==> src/rtl/mio_bus_pkg.sv <==
// Shared types and constants for the MIO bus arbiter, the bus decoder and the benches.
// The MIO_ARB_LOCK_EN build option uses lock_w() to size the M1 lock-run counter.
package mio_bus_pkg;

  localparam int unsigned ADDR_W = 32;
  localparam int unsigned DATA_W = 32;
  localparam int unsigned CNT_W  = 2;

  typedef enum logic [1:0] {
    IDLE = 2'd0,
    XFER = 2'd1,
    DONE = 2'd2
  } state_e;

  typedef enum logic {
    M0 = 1'b0,
    M1 = 1'b1
  } master_e;

  // Address region tags (addr[31:28]) used by the bus decoder.
  localparam logic [3:0] RAM   = 4'h0;
  localparam logic [3:0] GPIOE = 4'he;
  localparam logic [3:0] GPIOF = 4'hf;

  typedef struct packed {
    logic              we;
    logic [ADDR_W-1:0] addr;
    logic [DATA_W-1:0] wdata;
  } mio_req_t;

  function automatic int unsigned lock_w(input int unsigned lock_max);
    return $clog2(lock_max + 1);
  endfunction

endpackage

==> src/rtl/mio_bus_if.sv <==
// Two-master MIO bus bundle: master-side request/ack pairs plus the shared bus.
// m1_lock exists only when MIO_ARB_LOCK_EN is defined.
interface mio_bus_if import mio_bus_pkg::*; ();

  logic              m0_req;
  logic              m0_we;
  logic [ADDR_W-1:0] m0_addr;
  logic [DATA_W-1:0] m0_wdata;
  logic [DATA_W-1:0] m0_rdata;
  logic              m0_ack;

  logic              m1_req;
  logic              m1_we;
  logic [ADDR_W-1:0] m1_addr;
  logic [DATA_W-1:0] m1_wdata;
  logic [DATA_W-1:0] m1_rdata;
  logic              m1_ack;
`ifdef MIO_ARB_LOCK_EN
  logic              m1_lock;
`endif

  logic              mem_w;
  logic [ADDR_W-1:0] addr_bus;
  logic [DATA_W-1:0] Cpu_data2bus;
  logic [DATA_W-1:0] Cpu_data4bus;
  logic              busy;

  // Requesters and the bus responder.
  modport master (
`ifdef MIO_ARB_LOCK_EN
    output m1_lock,
`endif
    output m0_req, m0_we, m0_addr, m0_wdata,
    output m1_req, m1_we, m1_addr, m1_wdata,
    output Cpu_data4bus,
    input  m0_rdata, m0_ack, m1_rdata, m1_ack,
    input  mem_w, addr_bus, Cpu_data2bus, busy
  );

  // The arbiter.
  modport slave (
`ifdef MIO_ARB_LOCK_EN
    input  m1_lock,
`endif
    input  m0_req, m0_we, m0_addr, m0_wdata,
    input  m1_req, m1_we, m1_addr, m1_wdata,
    input  Cpu_data4bus,
    output m0_rdata, m0_ack, m1_rdata, m1_ack,
    output mem_w, addr_bus, Cpu_data2bus, busy
  );

endinterface

==> src/rtl/mio_rr_pick.sv <==
// Combinational winner select: single requester wins, ties alternate against last_grant,
// and an active M1 lock run (lock_cnt in 1..LOCK_MAX-1) keeps M1 on the bus.
module mio_rr_pick import mio_bus_pkg::*; #(
  parameter int unsigned LOCK_MAX = 4,
  parameter int unsigned LOCK_W   = 3
) (
  input  logic [1:0]        req,
  input  master_e           last_grant,
  input  logic [LOCK_W-1:0] lock_cnt,
  output logic              valid_c,
  output master_e           grant_c
);

  logic lock_hold;

  always_comb begin
    lock_hold = (last_grant == M1) && req[1] && (lock_cnt != '0) &&
                (lock_cnt < LOCK_W'(LOCK_MAX));
    valid_c   = |req;
    grant_c   = M0;
    if (lock_hold) begin
      grant_c = M1;
    end else if (req == 2'b11) begin
      grant_c = (last_grant == M0) ? M1 : M0;
    end else if (req[1]) begin
      grant_c = M1;
    end
  end

endmodule

==> src/rtl/mio_bus_arbiter.sv <==
// Two-master MIO bus arbiter: one transaction at a time, one-cycle write strobe,
// fixed RD_LAT read wait, one-cycle ack. Define MIO_ARB_LOCK_EN for M1 lock runs.
module mio_bus_arbiter import mio_bus_pkg::*; #(
  parameter int unsigned RD_LAT   = 1,
  parameter int unsigned LOCK_MAX = 4
) (
  input logic      clk,
  input logic      rst,
  mio_bus_if.slave bus
);

  localparam int unsigned LOCK_W = lock_w(LOCK_MAX);

  state_e            state_q, state_d;
  master_e           grant_q, grant_d;
  master_e           last_q, last_d;
  logic              we_q, we_d;
  logic [CNT_W-1:0]  cnt_q, cnt_d;
  logic [ADDR_W-1:0] addr_q, addr_d;
  logic [DATA_W-1:0] wdata_q, wdata_d;
  logic              mem_w_q, mem_w_d;
  logic              ack0_q, ack0_d;
  logic              ack1_q, ack1_d;
  logic [DATA_W-1:0] rd0_q, rd0_d;
  logic [DATA_W-1:0] rd1_q, rd1_d;
  logic              busy_q, busy_d;
  logic [LOCK_W-1:0] lock_cnt;

  logic              valid_c;
  master_e           win_c;
  mio_req_t          sel_c;

`ifdef MIO_ARB_LOCK_EN
  logic [LOCK_W-1:0] lock_cnt_q, lock_cnt_d;
  assign lock_cnt = lock_cnt_q;
`else
  assign lock_cnt = '0;
`endif

  mio_rr_pick #(
    .LOCK_MAX (LOCK_MAX),
    .LOCK_W   (LOCK_W)
  ) u_pick (
    .req        ({bus.m1_req, bus.m0_req}),
    .last_grant (last_q),
    .lock_cnt   (lock_cnt),
    .valid_c    (valid_c),
    .grant_c    (win_c)
  );

  // Winner's request fields, latched on the IDLE->XFER edge.
  always_comb begin
    if (win_c == M1) begin
      sel_c.we    = bus.m1_we;
      sel_c.addr  = bus.m1_addr;
      sel_c.wdata = bus.m1_wdata;
    end else begin
      sel_c.we    = bus.m0_we;
      sel_c.addr  = bus.m0_addr;
      sel_c.wdata = bus.m0_wdata;
    end
  end

  always_comb begin
    state_d = state_q;
    grant_d = grant_q;
    last_d  = last_q;
    we_d    = we_q;
    cnt_d   = cnt_q;
    addr_d  = addr_q;
    wdata_d = wdata_q;
    mem_w_d = 1'b0;
    ack0_d  = 1'b0;
    ack1_d  = 1'b0;
    rd0_d   = rd0_q;
    rd1_d   = rd1_q;
    busy_d  = busy_q;
`ifdef MIO_ARB_LOCK_EN
    lock_cnt_d = lock_cnt_q;
`endif
    case (state_q)
      IDLE: begin
        if (valid_c) begin
          grant_d = win_c;
          we_d    = sel_c.we;
          addr_d  = sel_c.addr;
          wdata_d = sel_c.wdata;
          mem_w_d = sel_c.we;
          cnt_d   = '0;
          busy_d  = 1'b1;
          state_d = XFER;
`ifdef MIO_ARB_LOCK_EN
          if ((win_c == M1) && bus.m1_lock) begin
            lock_cnt_d = (lock_cnt_q == LOCK_W'(LOCK_MAX)) ? lock_cnt_q
                                                          : lock_cnt_q + LOCK_W'(1);
          end else begin
            lock_cnt_d = '0;
          end
`endif
        end
      end
      XFER: begin
        // Writes leave after the strobe cycle; reads sample on the last wait cycle.
        if (we_q || (cnt_q == CNT_W'(RD_LAT - 1))) begin
          state_d = DONE;
          if (grant_q == M1) begin
            ack1_d = 1'b1;
            if (!we_q) rd1_d = bus.Cpu_data4bus;
          end else begin
            ack0_d = 1'b1;
            if (!we_q) rd0_d = bus.Cpu_data4bus;
          end
        end else begin
          cnt_d = cnt_q + CNT_W'(1);
        end
      end
      DONE: begin
        last_d  = grant_q;
        addr_d  = '0;
        wdata_d = '0;
        busy_d  = 1'b0;
        state_d = IDLE;
      end
      default: begin
        addr_d  = '0;
        wdata_d = '0;
        busy_d  = 1'b0;
        state_d = IDLE;
      end
    endcase
  end

  always_ff @(posedge clk or posedge rst) begin
    if (rst) begin
      state_q <= IDLE;
      grant_q <= M0;
      last_q  <= M1;
      we_q    <= 1'b0;
      cnt_q   <= '0;
      addr_q  <= '0;
      wdata_q <= '0;
      mem_w_q <= 1'b0;
      ack0_q  <= 1'b0;
      ack1_q  <= 1'b0;
      rd0_q   <= '0;
      rd1_q   <= '0;
      busy_q  <= 1'b0;
`ifdef MIO_ARB_LOCK_EN
      lock_cnt_q <= '0;
`endif
    end else begin
      state_q <= state_d;
      grant_q <= grant_d;
      last_q  <= last_d;
      we_q    <= we_d;
      cnt_q   <= cnt_d;
      addr_q  <= addr_d;
      wdata_q <= wdata_d;
      mem_w_q <= mem_w_d;
      ack0_q  <= ack0_d;
      ack1_q  <= ack1_d;
      rd0_q   <= rd0_d;
      rd1_q   <= rd1_d;
      busy_q  <= busy_d;
`ifdef MIO_ARB_LOCK_EN
      lock_cnt_q <= lock_cnt_d;
`endif
    end
  end

  assign bus.mem_w        = mem_w_q;
  assign bus.addr_bus     = addr_q;
  assign bus.Cpu_data2bus = wdata_q;
  assign bus.busy         = busy_q;
  assign bus.m0_ack       = ack0_q;
  assign bus.m1_ack       = ack1_q;
  assign bus.m0_rdata     = rd0_q;
  assign bus.m1_rdata     = rd1_q;

endmodule

==> src/flat_wrapper.sv <==
// flat-port wrapper written by rule: the top's interface ports become plain ports
module mio_bus_arbiter_flat import mio_bus_pkg::*;
#(
  parameter int unsigned RD_LAT   = 1,
  parameter int unsigned LOCK_MAX = 4
)
  (clk, rst, bus_m0_req, bus_m0_we, bus_m0_addr, bus_m0_wdata, bus_m1_req, bus_m1_we, bus_m1_addr, bus_m1_wdata, bus_Cpu_data4bus, bus_m0_rdata, bus_m0_ack, bus_m1_rdata, bus_m1_ack, bus_mem_w, bus_addr_bus, bus_Cpu_data2bus, bus_busy);
  mio_bus_if bus_i ();
  input logic clk;
  input logic rst;
  input wire logic [$bits(bus_i.m0_req)-1:0] bus_m0_req;
  input wire logic [$bits(bus_i.m0_we)-1:0] bus_m0_we;
  input wire logic [$bits(bus_i.m0_addr)-1:0] bus_m0_addr;
  input wire logic [$bits(bus_i.m0_wdata)-1:0] bus_m0_wdata;
  input wire logic [$bits(bus_i.m1_req)-1:0] bus_m1_req;
  input wire logic [$bits(bus_i.m1_we)-1:0] bus_m1_we;
  input wire logic [$bits(bus_i.m1_addr)-1:0] bus_m1_addr;
  input wire logic [$bits(bus_i.m1_wdata)-1:0] bus_m1_wdata;
  input wire logic [$bits(bus_i.Cpu_data4bus)-1:0] bus_Cpu_data4bus;
  output wire logic [$bits(bus_i.m0_rdata)-1:0] bus_m0_rdata;
  output wire logic [$bits(bus_i.m0_ack)-1:0] bus_m0_ack;
  output wire logic [$bits(bus_i.m1_rdata)-1:0] bus_m1_rdata;
  output wire logic [$bits(bus_i.m1_ack)-1:0] bus_m1_ack;
  output wire logic [$bits(bus_i.mem_w)-1:0] bus_mem_w;
  output wire logic [$bits(bus_i.addr_bus)-1:0] bus_addr_bus;
  output wire logic [$bits(bus_i.Cpu_data2bus)-1:0] bus_Cpu_data2bus;
  output wire logic [$bits(bus_i.busy)-1:0] bus_busy;
  assign bus_i.m0_req = bus_m0_req;
  assign bus_i.m0_we = bus_m0_we;
  assign bus_i.m0_addr = bus_m0_addr;
  assign bus_i.m0_wdata = bus_m0_wdata;
  assign bus_i.m1_req = bus_m1_req;
  assign bus_i.m1_we = bus_m1_we;
  assign bus_i.m1_addr = bus_m1_addr;
  assign bus_i.m1_wdata = bus_m1_wdata;
  assign bus_i.Cpu_data4bus = bus_Cpu_data4bus;
  assign bus_m0_rdata = bus_i.m0_rdata;
  assign bus_m0_ack = bus_i.m0_ack;
  assign bus_m1_rdata = bus_i.m1_rdata;
  assign bus_m1_ack = bus_i.m1_ack;
  assign bus_mem_w = bus_i.mem_w;
  assign bus_addr_bus = bus_i.addr_bus;
  assign bus_Cpu_data2bus = bus_i.Cpu_data2bus;
  assign bus_busy = bus_i.busy;
  mio_bus_arbiter #(.RD_LAT(RD_LAT), .LOCK_MAX(LOCK_MAX)) u_core (.clk(clk), .rst(rst), .bus(bus_i));
endmodule
==> config.mk <==
export PLATFORM = sky130hd
export DESIGN_NAME = mio_bus_arbiter_flat
export DESIGN_NICKNAME = d
export VERILOG_FILES = /design/src/rtl/mio_bus_pkg.sv /design/src/rtl/mio_bus_if.sv /design/src/rtl/mio_rr_pick.sv /design/src/rtl/mio_bus_arbiter.sv /design/src/flat_wrapper.sv
export SDC_FILE = /design/constraint.sdc
export NUM_CORES = 1
export LEC_CHECK = 0
export ABC_AREA = 1
export BUFFER_PORTS_ARGS = -buffer_cell sky130_fd_sc_hd__buf_4
export CAP_MARGIN = 20
export CORE_ASPECT_RATIO = 2
export CORE_MARGIN = 2
export CORE_UTILIZATION = 48
export CTS_CLUSTER_DIAMETER = 50
export CTS_CLUSTER_SIZE = 20
export DETAILED_ROUTE_END_ITERATION = 10
export PLACE_DENSITY_LB_ADDON = 0.1
export SLEW_MARGIN = 20
export SYNTH_ARGS = -nofsm -noshare
export SYNTH_HDL_FRONTEND = slang
export SYNTH_SLANG_ARGS = --single-unit
==> constraint.sdc <==
create_clock -name clk -period 5.2 [get_ports clk]
set_clock_uncertainty 0.05 [all_clocks]
set_input_delay 0.26 -clock clk [delete_from_list [all_inputs] [get_ports clk]]
set_output_delay 0.26 -clock clk [all_outputs]
set_load 0.005 [all_outputs]
== Word-level counts from Yosys, hierarchy flattened ==
Cells that the tools add are included.
Cells by class
  multiplexer cells: 24
  bitwise gates (word level): 3
  reductions and logical operators: 11
  add/sub/neg operators: 1
  eq/ne operators: 6
Operator list (number)
  $pmux W32 S2: 2
  $mux W65: 1
  $mux W32: 2
  $mux W1: 12
  $mux W2: 4
  $pmux W2 S2: 2
  $reduce_and A4 Y1: 2
  $reduce_and A2 Y1: 3
  $eq A2 B2 Y1 const B: 2
  $logic_not A2 Y1: 2
  $ne A2 B2 Y1 const B: 2
  $not A1 Y1: 3
  $reduce_and A3 Y1: 1
  $add A2 B1 Y2 const B: 1
  $eq A2 B1 Y1 const B: 1
  $ne A2 B1 Y1 const B: 1
  $pmux W1 S2: 1
  $reduce_bool A2 Y1: 1
  $reduce_or A2 Y1: 1
  $logic_or A1 B1 Y1: 1
Storage, ports and cells
  output and inout port bits: 132
  flip-flop bits (word level): 139
  word-level logic and storage cells: 58

== Logic depth before layout (Yosys ltp) ==
  word-level depth: 5
  depth in mapped cells: 8
  depth with buffers taken out: 7

== Hierarchy ==
A second synthesis with hierarchy kept.
Second synthesis, totals
  cells, all modules: 822
  area total of the unflattened synthesis: 6302.3 sq um
By module, submodules not included
  mio_bus_arbiter: instances 1, area an instance 6252.2 sq um, seq. area each 3479.6 sq um, cells each 810
  mio_rr_pick: instances 1, area an instance 50.0 sq um, seq. area each 0.0 sq um, cells each 12

== Worst setup path before layout ==
OpenSTA, ideal clock, no wires.
  path type: register to register
  start: register u_core.cnt_q[0]
  end: register u_core.rd1_q[0], in the netlist u_core.bus.m1_rdata[0]
  clock period less this slack: 1.373 ns
  library setup time: 0.116 ns
  path buffers: 1
  setup slack: 3.827 ns
  data arrival time: 1.207 ns
  stages on the path, launching flop included: 9
  cell sequence: dfrtp_1 inv_1 ha_1 nor2_2 nor2_2 nand2_1 buf_4 nand2_1 nand2_1
Between the ends
  longest elaborated chain between the ends: 3
Ends and longest elaborated chain
  from (decl): line mio_bus_arbiter.sv:18  | logic [CNT_W-1:0] cnt_q, cnt_d;
  from (signal assigned): line mio_bus_arbiter.sv:156  | cnt_q <= cnt_d;
  $logic_not A2 Y1: line mio_bus_arbiter.sv:104  | if (we_q || (cnt_q == CNT_W'(RD_LAT - 1))) begin
  $logic_or A1 B1 Y1: line mio_bus_arbiter.sv:104
  $reduce_and A4 Y1 (no source line)
  to (signal assigned): line mio_bus_arbiter.sv:163  | rd1_q <= rd1_d;
  to (decl): line mio_bus_arbiter.sv:25  | logic [DATA_W-1:0] rd1_q, rd1_d;
No other way between the ends.
A chain may end at the register's enable or synchronous reset.

== Final worst setup path ==
  start: register u_core.cnt_q[0]
  end: register u_core.rd1_q[9], in the netlist u_core.bus.m1_rdata[9]
The elaborated chain is that of the path after synthesis.

==> results.ini <==
[cts]
cts_tree=yes
htreeDepth=4
clkLatencyLatePin_ps=410
cts.clk_slew.worst_paths_ps=60
post_cts_resized=0
clock_sinks=139
clockBufferDepth=2
cts_buffers=17
root_buffer=clkbuf_16

[routing]
num_vias=6684
drc=0
dr.pass1.iters=4
wl_per_cell_um=15.2
wl_met3_um=1280
top_layer=met4
drt-total-wl_um=20200
ant_nets=0
drtIter0Drc=324
vias_per_cell=5.03
drt-met1-wl_um=7060
wl_met2_um=10900

[yosys]
synth_area_sq_um=6620
synth_edf_count=0
synthTopCellsByCount=nand2_1 (341), nand3_1 (197), inv_1 (140), dfrtp_1 (138), buf_2 (32)
synth_top_flop_cell=dfrtp_1
yosysSeqAreaShare=0.525
yosysTopAreaCell=dfrtp_1
synth_area_leaders=dfrtp_1 (52%), nand2_1 (19%), nand3_1 (15%)
yosysTopAreaCellShare=0.521
synth_cells=888
synth.distinct_cells=18
synth_warnings=0
synth.most_common_cell=nand2_1
syn_nets=1055
synth_area_per_cell_sq_um=7.46
ys_ff_latch=139
ys_async_sr_fraction=1.00

[final_layout]
nets=1328
antenna_cells=0
fillers=1181
post-route-util=0.706
final_cells=1329
layout-drive-gt1-share=0.300
area_growth_syn_to_layout_pct=43.2

[global_routing]
grt_start_max_net_pins=87
grt_pass1_vias=6315
grt_first_pass_wirelength_um=31500
grt_usage=0.272
grt-ovfl-total=0
antenna_found_initial=0

[floorplanning]
die_area_sq_um=14800
placementRows=60
io_pins=298
initial_core_util=0.493
die_height_um=170
die_x_um=87.1
core_sq_um=13400

[worst_hold_path]
hold_class=input port to flip-flop

[sta]
slew_headroom=0.273
holdWs_ps=37.8
hold_viol=0
period_minus_slack_ps=2420
setup_violations=0
fin_crit_sh=0.466
tns_ps=0
drv_slew=0
rsz0062_at_grt=no
worst_pin_slew_ps=1090
timing.fmax_ghz=0.413

[power]
leakage_nw=5.70
power_density_nw_per_um2=552
peakVddDrop_mv=0.330

[place]
io_buffer_count=297
place_congestion=0.876
hpwlAfterDp_um=14500
dp_cells=1296

[critical_path]
worstSetupPathType=flip-flop to flip-flop
worst-r2r-setup-slack_ps=2780
setup.worst_path.start_class=flip-flop
critPathRequiredTime_ps=5430
critPathArrivalTime_ps=2650
path_max_fanout=33
endpoint_kind=flip-flop

[outcome]
outcome=complete, no violations

[run]
max_cap_violations=0

## layer usage
metal	track usage	up-vias
met5	0	-
met4	0.137	0
met3	0.0601	49
met2	0.480	257
met1	0.299	3124
li1	-	3254
## power by group
group | leakage, nW | internal (mW) | switching (mW) | total, mW
clock network | 0.279 | 0.716 | 0.490 | 1.21
registers | 1.74 | 1.58 | 0.302 | 1.88
logic | 3.68 | 0.977 | 1.17 | 2.14
total | 5.70 | 3.27 | 1.96 | 5.23
## area by class of cell
| cell class | instances | area (sq um) | share of cell area |
|---|---|---|---|
| Clock buffer | 18 | 429 | 0.0453 |
| Clock inverter | 14 | 158 | 0.0166 |
| Inverter | 143 | 542 | 0.0571 |
| Multi-Input combinational cell | 554 | 2380 | 0.251 |
| Sequential cell | 139 | 3480 | 0.367 |
| Tap cell | 155 | 194 | 0.0204 |
| Timing Repair Buffer | 306 | 2300 | 0.242 |
## sequential cells by signal, summed over array words and instances, names as in the netlist, 2 cells and up
signal,cells
u_core.bus.m1_rdata,32
u_core.bus.m0_rdata,32
u_core.state_q,2
u_core.bus.Cpu_data2bus,32
u_core.bus.addr_bus,32
u_core.cnt_q,2
## critical path, stage by stage (launching register included)
cell and delay [ps]:
dfrtp_1 380, inv_1 70, ha_1 180, nor2_2 80
nor2_2 80, buf_4 340, nand2_1 730, nand2_1 290
nand2_1 90
## cells in the final DEF (no fill, tap or decap), drive strengths merged
| master | count |
|---|---|
| clkinvlp | 3 |
| dfstp | 1 |
| clkbuf | 18 |
| ha | 1 |
| o21ai | 2 |
| nor2 | 10 |
| bufinv | 2 |
| inv | 149 |
| nand4 | 2 |
| clkinv | 3 |
| nand3 | 197 |
| nand2 | 342 |
| buf | 305 |
| dlygate4sd3 | 1 |
| dfrtp | 138 |
## cells by family after synthesis
logic type / Yosys count / share of synthesized area
fa+ha+maj: 1 / 0.00189
flops: 139 / 0.525
simple gates: 551 / 0.353
buf+inv: 195 / 0.118
compound gates: 2 / 0.00151
## what timing repair did
action | 4_1_cts | 5_1_grt
buffers inserted | 0 | 0
hold buffers | 1 | 0
endpoints found under the hold margin | 84 | 0
endpoints found under the setup margin | 0 | 0
## per-stage QoR
step                setup WS [ps]  total power [mW]  area (sq um)
finish                       2780              5.23          9480
global route                 2570              5.60          9480
CTS                          2760              5.28          9480
detailed placement           2650              4.05          8890
global placement             2680              4.01          8880
floorplan                    1170              2.90          6620
## worst paths after layout
check                                                        start                                   to  cells after the start
worst min register to register  u_core.bus.m1_rdata[8]$_DFFE_PP0P_   u_core.bus.m1_rdata[8]$_DFFE_PP0P_                      2
worst max-delay path                   u_core.cnt_q[0]$_DFFE_PP0P_   u_core.bus.m1_rdata[9]$_DFFE_PP0P_                      8
worst min-delay path                          bus_Cpu_data4bus[26]  u_core.bus.m1_rdata[26]$_DFFE_PP0P_                      3
min in group asynchronous                                      rst  u_core.bus.m0_rdata[25]$_DFFE_PP0P_                      3
worst max register to register         u_core.cnt_q[0]$_DFFE_PP0P_   u_core.bus.m1_rdata[9]$_DFFE_PP0P_                      8
max in group asynchronous                                      rst  u_core.bus.addr_bus[30]$_DFFE_PP0P_                      4
No activity file was read; power rests on OpenSTA's default activity.
